<file path="src/rtl/shift_deser_pkg.sv">
// shift_deser_pkg: shared state type, default width and frame-length helper for the deserializer
package shift_deser_pkg;
  typedef enum logic {IDLE, SHIFT} state_t;
  localparam int DEFAULT_WIDTH = 8;
  function automatic int frame_len(input int width, input bit parity_en);
    return parity_en ? width + 1 : width;
  endfunction
endpackage

</file>
<file path="src/rtl/shift_deser_bitcnt.sv">
// shift_deser_bitcnt: frame bit counter with clear, increment and last-bit flag
module shift_deser_bitcnt #(
  parameter int FRAME = 8,
  localparam int CW = $clog2(FRAME + 1)
) (
  input  logic clk,
  input  logic rst,
  input  logic clr,
  input  logic inc,
  output logic last
);
  logic [CW-1:0] count;
  always_ff @(posedge clk)
    if (rst) count <= '0;
    else if (clr) count <= inc ? CW'(1) : '0;
    else if (inc) count <= last ? '0 : count + 1'b1;
  assign last = count == CW'(FRAME - 1);
endmodule

</file>
<file path="src/rtl/shift_deserializer.sv">
// shift_deserializer: LSB-first serial-in/parallel-out receiver with valid/ready output and sticky overrun
// Define SHIFT_DESER_PARITY_EN to append an even-parity bit to every frame and report parity_err.
module shift_deserializer
  import shift_deser_pkg::*;
#(
  parameter int WIDTH = DEFAULT_WIDTH
) (
  input  logic             clk,
  input  logic             rst,
  input  logic             data_in,
  input  logic             bit_valid,
  input  logic             sync,
  output logic [WIDTH-1:0] data_out,
  output logic             data_valid,
  input  logic             data_ready,
  output logic             busy,
  output logic             overrun,
  input  logic             overrun_clr,
  output logic             parity_err
);
`ifdef SHIFT_DESER_PARITY_EN
  localparam bit PAR_EN = 1'b1;
`else
  localparam bit PAR_EN = 1'b0;
`endif
  localparam int FRAME = frame_len(WIDTH, PAR_EN);
  state_t state;
  logic [WIDTH-1:0] sr, word;
  logic last, done, load;
  shift_deser_bitcnt #(.FRAME(FRAME)) u_bitcnt (
    .clk  (clk),
    .rst  (rst),
    .clr  (sync),
    .inc  (bit_valid),
    .last (last)
  );
  // with parity the final bit is not data, so the word is already fully shifted in
  always_comb begin
    done = bit_valid & ~sync & last;
    word = PAR_EN ? sr : {data_in, sr[WIDTH-1:1]};
    load = done & (~data_valid | data_ready);
  end
  always_ff @(posedge clk)
    if (rst) begin
      state <= IDLE;
      sr    <= '0;
    end else if (sync) begin
      state <= bit_valid ? SHIFT : IDLE;
      sr    <= bit_valid ? {data_in, {(WIDTH-1){1'b0}}} : '0;
    end else if (bit_valid) begin
      state <= done ? IDLE : SHIFT;
      if (!(PAR_EN && last)) sr <= {data_in, sr[WIDTH-1:1]};
    end
  always_ff @(posedge clk)
    if (rst) begin
      data_out   <= '0;
      data_valid <= 1'b0;
      overrun    <= 1'b0;
    end else begin
      if (load) begin
        data_out   <= word;
        data_valid <= 1'b1;
      end else if (data_ready) data_valid <= 1'b0;
      overrun <= (done & data_valid & ~data_ready) | (overrun & ~overrun_clr);
    end
  assign busy = state == SHIFT;
`ifdef SHIFT_DESER_PARITY_EN
  logic perr_q;
  always_ff @(posedge clk)
    if (rst) perr_q <= 1'b0;
    else if (load) perr_q <= ^sr ^ data_in;
  assign parity_err = perr_q;
`else
  assign parity_err = 1'b0;
`endif
endmodule
</file>
<file path="config.mk">
export PLATFORM = sky130hd
export DESIGN_NAME = shift_deserializer
export DESIGN_NICKNAME = d
export VERILOG_FILES = /design/src/rtl/shift_deser_pkg.sv /design/src/rtl/shift_deser_bitcnt.sv /design/src/rtl/shift_deserializer.sv
export SDC_FILE = /design/constraint.sdc
export NUM_CORES = 1
export LEC_CHECK = 0
export BUFFER_PORTS_ARGS = -buffer_cell sky130_fd_sc_hd__buf_2
export CAP_MARGIN = 20
export CORE_ASPECT_RATIO = 1.2
export CORE_MARGIN = 4
export CORE_UTILIZATION = 56
export CTS_CLUSTER_DIAMETER = 60
export CTS_CLUSTER_SIZE = 40
export DETAILED_ROUTE_END_ITERATION = 10
export PLACE_DENSITY = 0.85
export SLEW_MARGIN = 20
export SYNTH_ARGS = -nofsm -noshare
export SYNTH_HDL_FRONTEND = slang
export SYNTH_SLANG_ARGS = --single-unit
</file>
<file path="constraint.sdc">
create_clock -name clk -period 2.3 [get_ports clk]
set_input_delay 0.46 -clock clk [delete_from_list [all_inputs] [get_ports clk]]
set_output_delay 0.46 -clock clk [all_outputs]
set_load 0.1 [all_outputs]
</file>
== After elaboration in Yosys (flattened, before gate mapping) ==
Index checks and enable logic that the tools add are counted.
Word-level totals
  output and inout port bits: 12
  flip-flop bits (word level): 23
  input port bits: 7
Operators by class
  bitwise logic cells: 12
  eq/ne operators: 1
  add/subtract/negate cells: 1
  reductions and logical operators: 2
  mux-type cells: 13
Operators with widths (count)
  $mux 8: 3
  $mux 4: 3
  $mux 1: 7
  $and 1x1->1: 6
  $add 4x1->4 const B: 1
  $eq 4x3->1 const B: 1
  $not 1->1: 4
  $reduce_bool 2->1: 2
  $or 1x1->1: 2

== Logic depth before layout (Yosys ltp) ==
  word-level depth: 6
  gate-level depth with buffers: 5
  mapped depth without buffers: 4

== By module ==
From an unflattened synthesis, not the netlist that was laid out.
Second synthesis, totals
  cells, all modules: 97
  area total of the unflattened synthesis: 983.4 um2
Modules (own cells, without submodules)
  shift_deserializer: area an instance 769.5 um2, sequential area each 360.3 um2, times used 1, cells each 77
  shift_deser_bitcnt: area an instance 214.0 um2, sequential area each 80.1 um2, times used 1, cells each 20

== Least setup slack after synthesis ==
Ideal clock, no wire load.
  path type: reg2reg
  from: register data_valid
  to: register data_out[0]
  setup slack: 0.613 ns
  data arrival time: 1.566 ns
  stages on the path, launching flop included: 5
  setup time: 0.121 ns
  cell sequence: dfxtp_1 > nand2b_1 > nor3b_2 > buf_6 > mux2i_1
Between the ends
  cells in the longest elaborated chain, start to end: 3
RTL lines
  start, declared: RTL line shift_deserializer.sv:14  | output logic data_valid,
  start signal, assigned: RTL line shift_deserializer.sv:57  | data_valid <= 1'b0;
  start signal, assigned: RTL line shift_deserializer.sv:62  | data_valid <= 1'b1;
  start signal, assigned: RTL line shift_deserializer.sv:63  | end else if (data_ready) data_valid <= 1'b0;
  $not 1->1: RTL line shift_deserializer.sv:41  | load = done & (~data_valid | data_ready);
  $or 1x1->1: RTL line shift_deserializer.sv:41
  $and 1x1->1: RTL line shift_deserializer.sv:41
  end signal, assigned: RTL line shift_deserializer.sv:61  | data_out <= word;
  end, declared: RTL line shift_deserializer.sv:13  | output logic [WIDTH-1:0] data_out,
Every way passes these cells.
A chain may end at the register's enable or synchronous reset.

== Worst setup path in the final report ==
  from: register u_bitcnt.count[1]
  to: register data_out[4]
Between the ends
  cells in the longest elaborated chain, start to end: 3
RTL lines
  start, declared: RTL line shift_deser_bitcnt.sv:12  | logic [CW-1:0] count;
  start signal, assigned: RTL line shift_deser_bitcnt.sv:15  | else if (clr) count <= inc ? CW'(1) : '0;
  start signal, assigned: RTL line shift_deser_bitcnt.sv:16  | else if (inc) count <= last ? '0 : count + 1'b1;
  $eq 4x3->1: RTL line shift_deser_bitcnt.sv:17  | assign last = count == CW'(FRAME - 1);
  $and 1x1->1: RTL line shift_deserializer.sv:39  | done = bit_valid & ~sync & last;
  $and 1x1->1: RTL line shift_deserializer.sv:41
Every way passes these cells.

==> summary.txt <==
Starting Density -> 0.622
Yosys top cell area share -> 0.471
Static Leak -> 0.000433 uW
Place WS -> 0.633 ns
fin. max-slew vios -> 0
Hold Path Class -> in -> reg
Layout area overhead -> 14.1%
Worst setup EP type -> register
startpoint types -> register
drt total wl -> 1.54 mm
synth warn -> 0
CTS tree -> yes
FF+latch count, synth -> 22
initial antenna violation count -> 0
largest net degree at the start of global routing -> 24
row cnt -> 15
CP max stage delay -> 0.39 ns
Post-Syn Area -> 935 sq um
die width -> 45.3 um
pwr dens -> 686 nW/um^2
RePlAce Congestion -> 0.752
port bufs -> 17
most common cell in the netlist -> dfxtp_1
sequential area share after synthesis -> 0.471
vias -> 656
clk sinks -> 22
Yosys cell types -> 26
share of layout cells above drive strength 1 -> 0.255
Post-synth top flop -> dfxtp_1
crit path max fanout -> 8
core area -> 1500 sq um
post-synthesis mux area share -> 0.161
Final period util -> 0.709
Synth Area in Compound Gates -> 0.0348
Reg clk slew, reported paths -> 0.12 ns
io pins -> 19
syn nets -> 102
drt first pass iters -> 4
Filler cells -> 117
Avg Cell Area, Syn -> 9.94 sq um
number of synthesized flops with an enable pin -> 0
clk buf depth -> 2
# setup viols final -> 0
Setup Fix Bufs, Post-CTS -> 0
post-synthesis cell count -> 94
area occupied by registers -> 440 sq um
slowest stage cell on the critical path -> or3b_4
total gr overflow -> 0
Yosys top cell by area -> dfxtp_1
XOR/XNOR share of the synthesized area -> 0.0187
Commonest cells post-synth -> dfxtp_1, nand2b_1, mux2i_1, nor2_1, a21oi_1
Initial DRC Count -> 5
f_max -> 613 MHz
post-synthesis simple-gate area fraction -> 0.256
largest cells by area after synthesis -> dfxtp_1, mux2i_1, nand2b_1
peak supply drop -> 0.000679 V
Die H -> 52.8 um
first-pass GRT wire length -> 2.62 mm
area of the multi-input gates -> 455 sq um
Clock Latency Late Sink -> 0.31 ns
Post-synth ARST share -> 0
CTS Hold Bufs -> 0
largest family of logic cells by synthesized area -> simple AND/OR/NAND/NOR gates
antenna viol nets, final -> 0
Worst EP arrival -> 1.87 ns
status -> completed
H-tree depth -> 1
setup TNS -> 0 ns
Req. time, crit path -> 2.54 ns
Total GRT Usage -> 0.152
minimum clock period -> 1.63 ns
Ant. Diodes -> 0
Final Hold Fails -> 0
clock skew after layout -> 0.00321 ns
Maximum Capacitance Violations -> 0
Num CTS Buffers -> 3
DRC Markers -> 0
post-CTS sizing -> 0
Post-DP HPWL -> 1.09 mm
adder and majority gate portion of the synthesized area -> 0.0134
WL/cell -> 12.1 um
critical path type -> reg -> reg
CP Cell Sequence -> ha_1 > or3b_4 > nor3b_2 > buf_4 > mux2i_1
vias per cell -> 5.17
Die ar. -> 2390 sq um
unrepaired setup endpoints after global routing -> no
layout net count -> 119
final worst slack -> 0.669 ns
vias in the first global route -> 624
CTS root buffer -> clkbuf_4
==> final timing paths <==
kind                      from          end  slack [ns]  cells after the start
max          u_bitcnt.count[1]  data_out[4]        0.67                      5
max reg2reg  u_bitcnt.count[1]  data_out[4]        0.67                      5
min                    data_in        sr[7]        0.41                      3
min reg2reg        data_out[5]  data_out[5]        0.48                      2
==> per-stage QoR <==
| stage | utilization | area [sq um] | hold slack (ns) | power [uW] | std cells |
|---|---|---|---|---|---|
| after floorplan | - | 935 | 0.445 | 438 | 94 |
| after global placement | 0.675 | 1010 | 0.457 | 446 | 123 |
| after detailed placement | 0.675 | 1010 | 0.457 | 447 | 123 |
| after CTS | 0.710 | 1070 | 0.404 | 736 | 127 |
| after global routing | 0.710 | 1070 | 0.408 | 765 | 127 |
| final | 0.710 | 1070 | 0.405 | 732 | 127 |
==> layer usage <==
layer	wire (um)	GRT usage
met1	721	0.188
met2	716	0.238
met3	62	0.0309
met4	36	0.0878
met5	0	0
==> cells in the final DEF, fill, tap and decap left out, types with 2 or more instances in the layout <==
master,count
buf_2,17
clkbuf_4,3
nand2b_1,17
dfxtp_1,22
nand2_1,3
a21oi_1,4
nor2_1,10
mux2i_1,15
nor3_1,2
==> flip-flops by register name (all words and copies together) (netlist names) <==
register        cells
data_out            8
sr                  7
u_bitcnt.count      4
busy                1
data_valid          1
overrun             1
==> cell families after synthesis <==
| group | Yosys count |
|---|---|
| compound gates | 5 |
| xor+xnor | 2 |
| fa+ha+maj | 1 |
| buf+inv | 7 |
| flops | 22 |
| mux | 15 |
| other cells | 1 |
| simple gates | 41 |
==> cell type report <==
class | instances | share of cell area
Timing Repair Buffer | 18 | 0.0869
Inverter | 1 | 0.00352
Clock inverter | 1 | 0.0282
Clock buffer | 3 | 0.0211
Multi-Input combinational cell | 65 | 0.427
Sequential cell | 22 | 0.413
Tap cell | 17 | 0.0200
==> where the power goes <==
group	total, uW	switching, uW	internal, uW	leakage, uW
registers	388	2.70	385	0.000178
logic	50.5	33.3	17.3	0.000228
clock network	293	117	176	0.0000279
total	732	153	579	0.000433
==> worst max-delay path, delay by kind of cell, from the launching register on <==
family | cells | cell delay (ns)
buffers and inverters | 1 | 0.21
and+or+nand+nor | 2 | 0.58
muxes | 1 | 0.21
DFF | 1 | 0.37
adders and majority gates | 1 | 0.18
(Power assumes the default switching activity.)
